$ cat config.mk
export PLATFORM = sky130hd
export DESIGN_NAME = fp_align_stage
export DESIGN_NICKNAME = d
export VERILOG_FILES = /design/src/rtl/fp_pkg.sv /design/src/rtl/fp_rshift_sticky.sv /design/src/rtl/fp_align_stage.sv
export SDC_FILE = /design/constraint.sdc
export NUM_CORES = 1
export LEC_CHECK = 0
export ABC_AREA = 1
export CORE_AREA = 2 2 123 125
export CTS_CLUSTER_DIAMETER = 120
export DETAILED_ROUTE_END_ITERATION = 12
export DIE_AREA = 0 0 125 127
export GPL_TIMING_DRIVEN = 0
export PLACE_DENSITY_LB_ADDON = 0.3
export SLEW_MARGIN = 25
export SYNTH_ARGS = -nofsm -noshare
export SYNTH_HDL_FRONTEND = slang
export SYNTH_SLANG_ARGS = --single-unit
$ cat constraint.sdc
create_clock -name Clk -period 10.75 [get_ports Clk]
set_input_delay 1.6125 -clock Clk [delete_from_list [all_inputs] [get_ports Clk]]
set_output_delay 1.6125 -clock Clk [all_outputs]
set_load 0.02 [all_outputs]
$ cat src/rtl/fp_pkg.sv
// fp_pkg
// Shared definitions for the single-precision adder front end:
// field widths, exponent bias, the packed IEEE-754 operand layout and
// the special-value classifiers used by the alignment stage.
package fp_pkg;

    localparam int EXP_W    = 8;
    localparam int FRAC_W   = 23;
    localparam int MANT_W   = FRAC_W + 4;
    localparam int EXP_BIAS = 127;

    typedef struct packed {
        logic              sign;
        logic [EXP_W-1:0]  exp;
        logic [FRAC_W-1:0] frac;
    } fp32_t;

    // All-ones exponent with a non-zero fraction.
    function automatic logic is_nan_f(input fp32_t x);
        return (&x.exp) & (|x.frac);
    endfunction

    // All-ones exponent with a zero fraction.
    function automatic logic is_inf_f(input fp32_t x);
        return (&x.exp) & ~(|x.frac);
    endfunction

endpackage

$ cat src/rtl/fp_rshift_sticky.sv
// fp_rshift_sticky
// Combinational right shifter for the smaller significand. Bits shifted
// off the bottom are ORed into bit 0 so rounding downstream still sees
// them; shift amounts of MANT_W or more collapse to a lone sticky bit.
// Ports:
//   mant_in  - significand before alignment {hidden, frac, G, R, S}
//   shamt    - unsigned exponent difference
//   mant_out - aligned significand with sticky folded into bit 0
module fp_rshift_sticky #(
    parameter int MANT_W  = 27,
    parameter int SHAMT_W = 8
) (
    input  logic [MANT_W-1:0]  mant_in,
    input  logic [SHAMT_W-1:0] shamt,
    output logic [MANT_W-1:0]  mant_out
);

    logic [MANT_W-1:0] shifted;
    logic [MANT_W-1:0] lost_mask;
    logic              sticky;

    // A mask of the low shamt bits picks out everything that falls off
    // the end; the saturated case never uses the mask, so the shift
    // below only ever sees amounts smaller than MANT_W.
    always_comb begin
        shifted   = '0;
        lost_mask = '0;
        sticky    = 1'b0;
        mant_out  = '0;
        if (int'(shamt) >= MANT_W) begin
            sticky   = |mant_in;
            mant_out = {{(MANT_W-1){1'b0}}, sticky};
        end else begin
            shifted   = mant_in >> shamt;
            lost_mask = ~({MANT_W{1'b1}} << shamt);
            sticky    = |(mant_in & lost_mask);
            mant_out  = shifted | {{(MANT_W-1){1'b0}}, sticky};
        end
    end

endmodule

$ cat src/rtl/fp_align_stage.sv
// fp_align_stage
// Front end of the single-precision adder: unpacks both operands, picks
// the larger magnitude, and aligns the smaller significand to it with
// guard/round/sticky bits. Two register stages with valid/ready flow.
// Ports:
//   Clk, Clear            - rising-edge clock, async active-high clear
//   A, B                  - IEEE-754 single operands
//   in_valid / in_ready   - upstream handshake
//   out_valid / out_ready - downstream handshake
//   sign_big, eff_sub     - sign of larger operand, effective subtract
//   exp_out               - effective exponent of larger operand
//   mant_big, mant_small  - aligned significands {hidden, frac, G, R, S}
//   is_nan, is_inf        - special-result flags
module fp_align_stage #(
    parameter int EXP_W  = fp_pkg::EXP_W,
    parameter int FRAC_W = fp_pkg::FRAC_W,
    parameter int MANT_W = FRAC_W + 4
) (
    input  logic              Clk,
    input  logic              Clear,
    input  logic [31:0]       A,
    input  logic [31:0]       B,
    input  logic              in_valid,
    output logic              in_ready,
    output logic              out_valid,
    input  logic              out_ready,
    output logic              sign_big,
    output logic              eff_sub,
    output logic [EXP_W-1:0]  exp_out,
    output logic [MANT_W-1:0] mant_big,
    output logic [MANT_W-1:0] mant_small,
    output logic              is_nan,
    output logic              is_inf
);

    import fp_pkg::*;

    fp32_t op_a;
    fp32_t op_b;

    logic [EXP_W-1:0]  eexp_a, eexp_b;
    logic [MANT_W-1:0] mant_a, mant_b;
    logic              a_big;

    logic              c_sign_big, c_eff_sub, c_nan, c_inf;
    logic [EXP_W-1:0]  c_exp_big, c_exp_small, c_d;
    logic [MANT_W-1:0] c_mant_big, c_mant_small;

    logic              v1, v2;
    logic              ready2;

    logic              s1_sign_big, s1_eff_sub, s1_nan, s1_inf;
    logic [EXP_W-1:0]  s1_exp, s1_d;
    logic [MANT_W-1:0] s1_mant_big, s1_mant_small;

    logic [MANT_W-1:0] aligned_small;

    assign op_a = A;
    assign op_b = B;

    // Zero and denormal operands behave as exponent 1 with no hidden bit.
    assign eexp_a = (op_a.exp == '0) ? EXP_W'(1) : op_a.exp;
    assign eexp_b = (op_b.exp == '0) ? EXP_W'(1) : op_b.exp;
    assign mant_a = {|op_a.exp, op_a.frac, 3'b000};
    assign mant_b = {|op_b.exp, op_b.frac, 3'b000};

    // Exponent-then-fraction gives a magnitude compare; ties keep A big.
    assign a_big = {eexp_a, op_a.frac} >= {eexp_b, op_b.frac};

    // Unpack/compare logic feeding the first register stage.
    always_comb begin
        c_sign_big   = a_big ? op_a.sign : op_b.sign;
        c_exp_big    = a_big ? eexp_a : eexp_b;
        c_exp_small  = a_big ? eexp_b : eexp_a;
        c_mant_big   = a_big ? mant_a : mant_b;
        c_mant_small = a_big ? mant_b : mant_a;
        c_d          = c_exp_big - c_exp_small;
        c_eff_sub    = op_a.sign ^ op_b.sign;
        c_nan        = is_nan_f(op_a) | is_nan_f(op_b)
                     | (is_inf_f(op_a) & is_inf_f(op_b) & c_eff_sub);
        c_inf        = (is_inf_f(op_a) | is_inf_f(op_b)) & ~c_nan;
    end

    // Each stage may load when its successor is empty or draining.
    assign ready2   = ~v2 | out_ready;
    assign in_ready = ~v1 | ready2;

    // First stage: holds the unpacked operands and shift distance.
    always_ff @(posedge Clk or posedge Clear) begin
        if (Clear) begin
            v1            <= 1'b0;
            s1_sign_big   <= 1'b0;
            s1_eff_sub    <= 1'b0;
            s1_nan        <= 1'b0;
            s1_inf        <= 1'b0;
            s1_exp        <= '0;
            s1_d          <= '0;
            s1_mant_big   <= '0;
            s1_mant_small <= '0;
        end else if (in_ready) begin
            v1 <= in_valid;
            if (in_valid) begin
                s1_sign_big   <= c_sign_big;
                s1_eff_sub    <= c_eff_sub;
                s1_nan        <= c_nan;
                s1_inf        <= c_inf;
                s1_exp        <= c_exp_big;
                s1_d          <= c_d;
                s1_mant_big   <= c_mant_big;
                s1_mant_small <= c_mant_small;
            end
        end
    end

    fp_rshift_sticky #(
        .MANT_W  (MANT_W),
        .SHAMT_W (EXP_W)
    ) u_shift (
        .mant_in  (s1_mant_small),
        .shamt    (s1_d),
        .mant_out (aligned_small)
    );

    // Second stage drives the outputs directly; its data only changes
    // when a new item moves in, so a stalled result stays put.
    always_ff @(posedge Clk or posedge Clear) begin
        if (Clear) begin
            v2         <= 1'b0;
            sign_big   <= 1'b0;
            eff_sub    <= 1'b0;
            exp_out    <= '0;
            mant_big   <= '0;
            mant_small <= '0;
            is_nan     <= 1'b0;
            is_inf     <= 1'b0;
        end else if (ready2) begin
            v2 <= v1;
            if (v1) begin
                sign_big   <= s1_sign_big;
                eff_sub    <= s1_eff_sub;
                exp_out    <= s1_exp;
                mant_big   <= s1_mant_big;
                mant_small <= aligned_small;
                is_nan     <= s1_nan;
                is_inf     <= s1_inf;
            end
        end
    end

    assign out_valid = v2;

endmodule

==> impl_metrics.json, run 1 <==
{
  "ctsLongestPathBuffers": 2,
  "core_area_mm2": 0.0144,
  "ctsResizeCount": 0,
  "worstPathArrival_ns": 4.96,
  "drt.antenna.violating_nets": 0,
  "postSynthAreaPerCell_um2": 7.05,
  "rsz0062_at_grt": "false",
  "endpoint_kind": "flip-flop",
  "die_area_mm2": 0.0159,
  "cp_slowest_cell": "o21ai_0",
  "cts_tree": "yes",
  "drt-initial-drc-count": 1070,
  "setup_ws_ns": 6.07,
  "wl_um": 30100,
  "grt_usage": 0.384,
  "clkSinkCount": 133,
  "worstMarginPinSlew_ns": 0.790,
  "maxCapViolCount": 0,
  "pwr-share-seq": 0.318,
  "hold_path_class": "flip-flop to flip-flop",
  "clk_latency_ns": 0.44,
  "p_clk_frac": 0.285,
  "worstPathMaxFanout": 10,
  "crit_buf_inv": 6,
  "fin_crit_ns": 4.68,
  "grt_overflow_total": 0,
  "post_dp_cell_area_mm2": 0.0101,
  "cell_internal_pwr_mw": 1.28,
  "drc": 0,
  "drv_slew": 0,
  "fin_area_mm2": 0.0107,
  "period_share": 0.435,
  "regArea_mm2": 0.00333,
  "synth_edf_count": 0,
  "ys_seq_area_frac": 0.392,
  "synthDistinctLibCells": 45,
  "skew_ns": 0.0100,
  "drtPass1Iterations": 6,
  "ioPinCount": 136,
  "vias": 9366,
  "areaGrowthSynthToFinish_pct": 26.0,
  "grt_pass1_vias": 9111,
  "final_util": 0.741,
  "holdBufCountCts": 0,
  "yosys_warnings": 0,
  "grt_pass1_wl_um": 47700,
  "dp_slack_ns": 5.73,
  "fillers": 1123,
  "ys.flop_type": "dfrtp_1",
  "netlist_area_mm2": 0.00848,
  "rows": 44,
  "portBuffers": 132,
  "power_density_mw_per_mm2": 201,
  "die_h_um": 127,
  "startpoint_type": "primary input",
  "cts_post_setup_buffers_inserted": 0,
  "p_comb_frac": 0.398,
  "leakage_nw": 5.09,
  "initial_utilization": 0.588,
  "path_cells": "clkdlybuf4s50_1, inv_1, nand4_1, nor3_1, nor2_1, ha_1, inv_1, nor2_1, nand3_2, nor2_2, nand2_2, nand3_4, buf_8, buf_4, buf_2, o21ai_0, o21ai_0",
  "switching_share": 0.405,
  "clkTransAtPathRegs_ns": 0.07,
  "run_status": "finished clean",
  "antenna_cells": 0,
  "htree_levels": 4,
  "antenna_found_initial": 1,
  "fmax_mhz": 214,
  "root_buffer": "clkbuf_16",
  "setup_viol": 0,
  "via_per_inst": 6.02,
  "synthCells": 1204,
  "power.switching_mw": 0.870,
  "cts_made_buffers": 17,
  "path_class": "primary input to flip-flop",
  "grt_max_degree": 89,
  "dp_hpwl_um": 23100,
  "async_flop_share": 1.00,
  "irDropWorstVdd_uv": 116,
  "max_stage_delay_ns": 0.48,
  "setup_tns_ns": 0,
  "drive_gt1_frac": 0.0554,
  "nNetsFinal": 1455,
  "wl_per_cell_um": 19.3,
  "gp_congestion": 0.992,
  "maxSlewHeadroom": 0.468,
  "synth-seq-cells": 133,
  "critPathRequiredTime_ns": 11.03,
  "hold_violations": 0,
  "multi_input_area_mm2": 0.00428,
  "fp.dieW_um": 125,
  "cpLargestDelayFamily": "buffers and inverters"
}
-- cell usage after synthesis (2+ instances only) --
cell	n	area [um2]
dfrtp_1	133	3330
nand3_1	52	260
a32o_1	3	30.0
and2_1	3	18.8
nor2_1	76	285
mux2i_1	8	80.1
a21oi_1	64	320
inv_1	147	552
nand2_2	8	50.1
o31ai_1	2	15.0
clkbuf_1	44	165
nand2_1	299	1120
nor3_1	9	45.0
o221ai_1	7	61.3
buf_1	7	26.3
clkinv_1	2	7.51
inv_2	3	11.3
o21ai_1	4	20.0
buf_4	6	45.0
xor2_1	2	17.5
o22ai_1	16	100
nor2_2	3	18.8
nand4_1	17	106
ha_1	29	363
nand3b_1	4	30.0
nand3_2	5	50.1
buf_2	12	60.1
a31oi_1	7	43.8
o21ai_0	202	1010
o21a_1	2	15.0
nor4_1	10	62.6
o211ai_1	5	37.5
-- sequential cells by signal (all words and copies together), names as in the netlist --
signal         count
is_nan             1
s1_d               8
is_inf             1
s1_inf             1
s1_mant_small     24
s1_exp             8
s1_nan             1
s1_sign_big        1
out_valid          1
mant_big          24
v1                 1
s1_eff_sub         1
eff_sub            1
mant_small        27
exp_out            8
sign_big           1
s1_mant_big       24
-- through the flow --
step / hold slack (ns) / total power, mW / cells
CTS: 0.474 / 2.13 / 1555
floorplan: 0.442 / 1.17 / 1206
finish: 0.474 / 2.15 / 1555
detailed placement: 0.456 / 1.52 / 1523
global placement: 0.456 / 1.49 / 1522
global route: 0.508 / 2.25 / 1555
-- logic make-up after synthesis --
group,synth area share
mux,0.00944
buf+inv,0.104
compound gates,0.202
simple gates,0.246
other cells,0.000442
flops,0.392
fa+ha+maj,0.0428
xor+xnor,0.00310
-- layer usage --
metal | part of all wire | vias up | track usage
met5 | 0.00043 | - | 0
met4 | 0.046 | 2 | 0.180
met3 | 0.092 | 136 | 0.0754
met2 | 0.47 | 585 | 0.637
met1 | 0.39 | 4366 | 0.489
li1 | - | 4277 | -
-- power by group through the flow --
stage               registers, mW  logic, mW  clock network, mW
global placement            0.681      0.813                  0
detailed placement          0.687      0.829                  0
finish                      0.683      0.854              0.611
floorplan                   0.753      0.414                  0
global route                0.694      0.924              0.632
CTS                         0.680      0.838              0.607
-- area by class of cell --
type / count / area share
Tap cell: 184 / 0.0215
Timing Repair Buffer: 133 / 0.126
Clock buffer: 19 / 0.0424
Clock inverter: 13 / 0.0149
Multi-Input combinational cell: 851 / 0.401
Sequential cell: 133 / 0.311
Buffer: 70 / 0.0291
Inverter: 152 / 0.0541
-- placed cells by master, fill, tap and decap left out, types with 8 or more instances in the layout --
cell,netlist,final
clkbuf_16,0,17
nand2_1,299,299
nand2_2,8,8
clkdlybuf4s50_1,0,132
o22ai_1,16,16
clkbuf_1,44,44
mux2i_1,8,8
a21oi_1,64,64
inv_1,147,146
nand4_1,17,17
o21ai_0,202,202
dfrtp_1,133,133
buf_2,12,12
nor2_1,76,76
nor3_1,9,9
ha_1,29,29
nor4_1,10,10
nand3_1,52,52
-- worst paths after layout --
check                                       to  slack (ns)  cells after the start      start
worst max register to register  mant_small[20]        8.01                     10    s1_d[7]
min in group asynchronous         mant_big[10]        1.58                      2      Clear
worst max-delay path                 s1_exp[7]        6.07                     17      B[28]
worst min register to register      exp_out[6]        0.47                      2  s1_exp[6]
worst min-delay path                exp_out[6]        0.47                      2  s1_exp[6]
max in group asynchronous              s1_d[6]        8.45                      3      Clear
-- tightest hold or removal path: stages (launching register included) --
cell	delay, ns
dfrtp_1	0.34
nand2_1	0.05
nand2_1	0.05
No activity file was read; power rests on OpenSTA's default activity.
==> run 2: changes to the inputs <==
--- a/config.mk
+++ b/config.mk
@@ -6,10 +6,10 @@
 export NUM_CORES = 1
 export LEC_CHECK = 0
 export ABC_AREA = 1
-export CORE_AREA = 2 2 123 125
+export CORE_AREA = 2 2 128 130
 export CTS_CLUSTER_DIAMETER = 120
 export DETAILED_ROUTE_END_ITERATION = 12
-export DIE_AREA = 0 0 125 127
+export DIE_AREA = 0 0 130 132
 export GPL_TIMING_DRIVEN = 0
 export PLACE_DENSITY_LB_ADDON = 0.3
 export SLEW_MARGIN = 25
==> constraint.sdc (replaced) <==
create_clock -name Clk -period 4.7 [get_ports Clk]
set_input_delay 0.705 -clock Clk [delete_from_list [all_inputs] [get_ports Clk]]
set_output_delay 0.705 -clock Clk [all_outputs]
set_load 0.02 [all_outputs]
==> run 2 against run 1 <==
Against the previous run: critical path depth unchanged; routed wire length fell by 1.9%; combinational power rose by 130%; cell count up 2.1%; clock-buffer cell count decreased by 2; hold slack got worse by 0.00054 ns; core utilization is 5.8 points lower; critical path type unchanged; largest cell class unchanged.
==> impl_metrics.json, run 2 (synthesized netlist as in run 1, its figures left out) <==
{
  "run_status": "finished clean",
  "initial_utilization": 0.540,
  "antenna_found_initial": 0,
  "wl_um": 29500,
  "final_util": 0.683,
  "worstPathArrival_ns": 4.04,
  "ctsLongestPathBuffers": 2,
  "portBuffers": 132,
  "final_common_cell": "nand2_1",
  "cts_post_setup_buffers_inserted": 0,
  "cpLargestDelayFamily": "buffers and inverters",
  "ctsResizeCount": 0,
  "holdBufCountCts": 0,
  "drt-initial-drc-count": 937,
  "drc": 0,
  "period_share": 0.798,
  "clkSinkCount": 133,
  "root_buffer": "clkbuf_16",
  "antenna_cells": 0,
  "power_density_mw_per_mm2": 455,
  "rsz0062_at_grt": "false",
  "cts_made_buffers": 17,
  "grt_pass1_vias": 8756,
  "stdcell_count": 1587,
  "dpl.cell_count": 1555,
  "fillers": 1408,
  "grt_overflow_total": 0,
  "cts_tree": "yes",
  "clkTransAtPathRegs_ns": 0.07,
  "grt_usage": 0.356,
  "largest_reg_flops": 27,
  "leakage_nw": 5.08,
  "hold_violations": 0,
  "fmax_mhz": 267,
  "drtPass1Iterations": 8,
  "fp.dieW_um": 130,
  "vias": 9136,
  "final_cell_mix": "nand2_1, o21ai_0, inv_1",
  "fin_hold_ws_ns": 0.474,
  "endpoint_kind": "flip-flop",
  "drv_slew": 0,
  "max_stage_delay_ns": 0.51,
  "dp_hpwl_um": 22900,
  "top_register": "mant_small",
  "nNetsFinal": 1455,
  "maxCapViolCount": 0,
  "via_per_inst": 5.76,
  "htree_levels": 4,
  "die_h_um": 132,
  "dp_slack_ns": 0.628,
  "die_area_mm2": 0.0172,
  "hold_path_class": "flip-flop to flip-flop",
  "critPathRequiredTime_ns": 4.99,
  "worstMarginPinSlew_ns": 0.700,
  "worstPathMaxFanout": 10,
  "path_class": "primary input to flip-flop",
  "ioPinCount": 136,
  "maxSlewHeadroom": 0.533,
  "startpoint_type": "primary input",
  "crit_buf_inv": 6,
  "grt_max_degree": 78,
  "fin_crit_ns": 3.75,
  "skew_ns": 0.00920,
  "drt.antenna.violating_nets": 0,
  "areaGrowthSynthToFinish_pct": 26.4,
  "grt_pass1_wl_um": 46900,
  "path_cells": "clkdlybuf4s50_1, inv_2, nand3_1, nor3_1, nor2_1, ha_1, inv_1, nor2_1, nand3_2, nor2_2, nand2_2, nand3_4, buf_8, buf_4, buf_2, o21ai_0, o21ai_0",
  "setup_tns_ns": 0,
  "rows": 46,
  "drive_gt1_frac": 0.0554,
  "setup_ws_ns": 0.949,
  "core_area_mm2": 0.0157,
  "gp_congestion": 1.01,
  "cp_slowest_cell": "clkdlybuf4s50_1",
  "wl_per_cell_um": 18.6,
  "irDropWorstVdd_uv": 322,
  "clk_latency_ns": 0.44,
  "setup_viol": 0
}
run 2: final timing paths:
| kind | depth (start not counted) | slack, ns | from | to |
|---|---|---|---|---|
| max | 17 | 0.95 | B[26] | s1_exp[7] |
| min | 2 | 0.47 | s1_eff_sub | eff_sub |
| max reg2reg | 11 | 1.94 | s1_d[6] | mant_small[5] |
| min reg2reg | 2 | 0.47 | s1_eff_sub | eff_sub |
| max in group asynchronous | 3 | 3.29 | Clear | s1_d[2] |
| min in group asynchronous | 2 | 0.68 | Clear | mant_big[10] |
run 2: power by group:
group	switching, mW	internal, mW	leakage (nW)
clock network	0.624	0.763	0.289
logic	1.25	0.690	3.14
registers	0.153	1.40	1.66
total	2.03	2.86	5.08
run 2: worst min-delay path: stages (launching register included):
cell,delay [ns]
dfrtp_1,0.34
nand2_1,0.05
nand2_1,0.05
run 2: per-layer routing:
layer	share of wire	global-route usage	up-vias
li1	-	-	4289
met1	0.41	0.469	4256
met2	0.46	0.557	484
met3	0.083	0.0755	107
met4	0.045	0.170	0
met5	0	0	-
run 2: layout make-up:
class | count | area [um2] | area share
Buffer | 70 | 312 | 0.0290
Clock buffer | 17 | 425 | 0.0397
Clock inverter | 15 | 184 | 0.0171
Inverter | 152 | 578 | 0.0539
Multi-Input combinational cell | 851 | 4280 | 0.399
Sequential cell | 133 | 3330 | 0.310
Tap cell | 216 | 270 | 0.0252
Timing Repair Buffer | 133 | 1350 | 0.126
run 2: metrics by stage:
stage	cell area, um2	power (mW)
floorplan	8490	2.67
global placement	10100	3.44
detailed placement	10100	3.47
CTS	10700	4.85
global route	10700	5.15
finish	10700	4.89
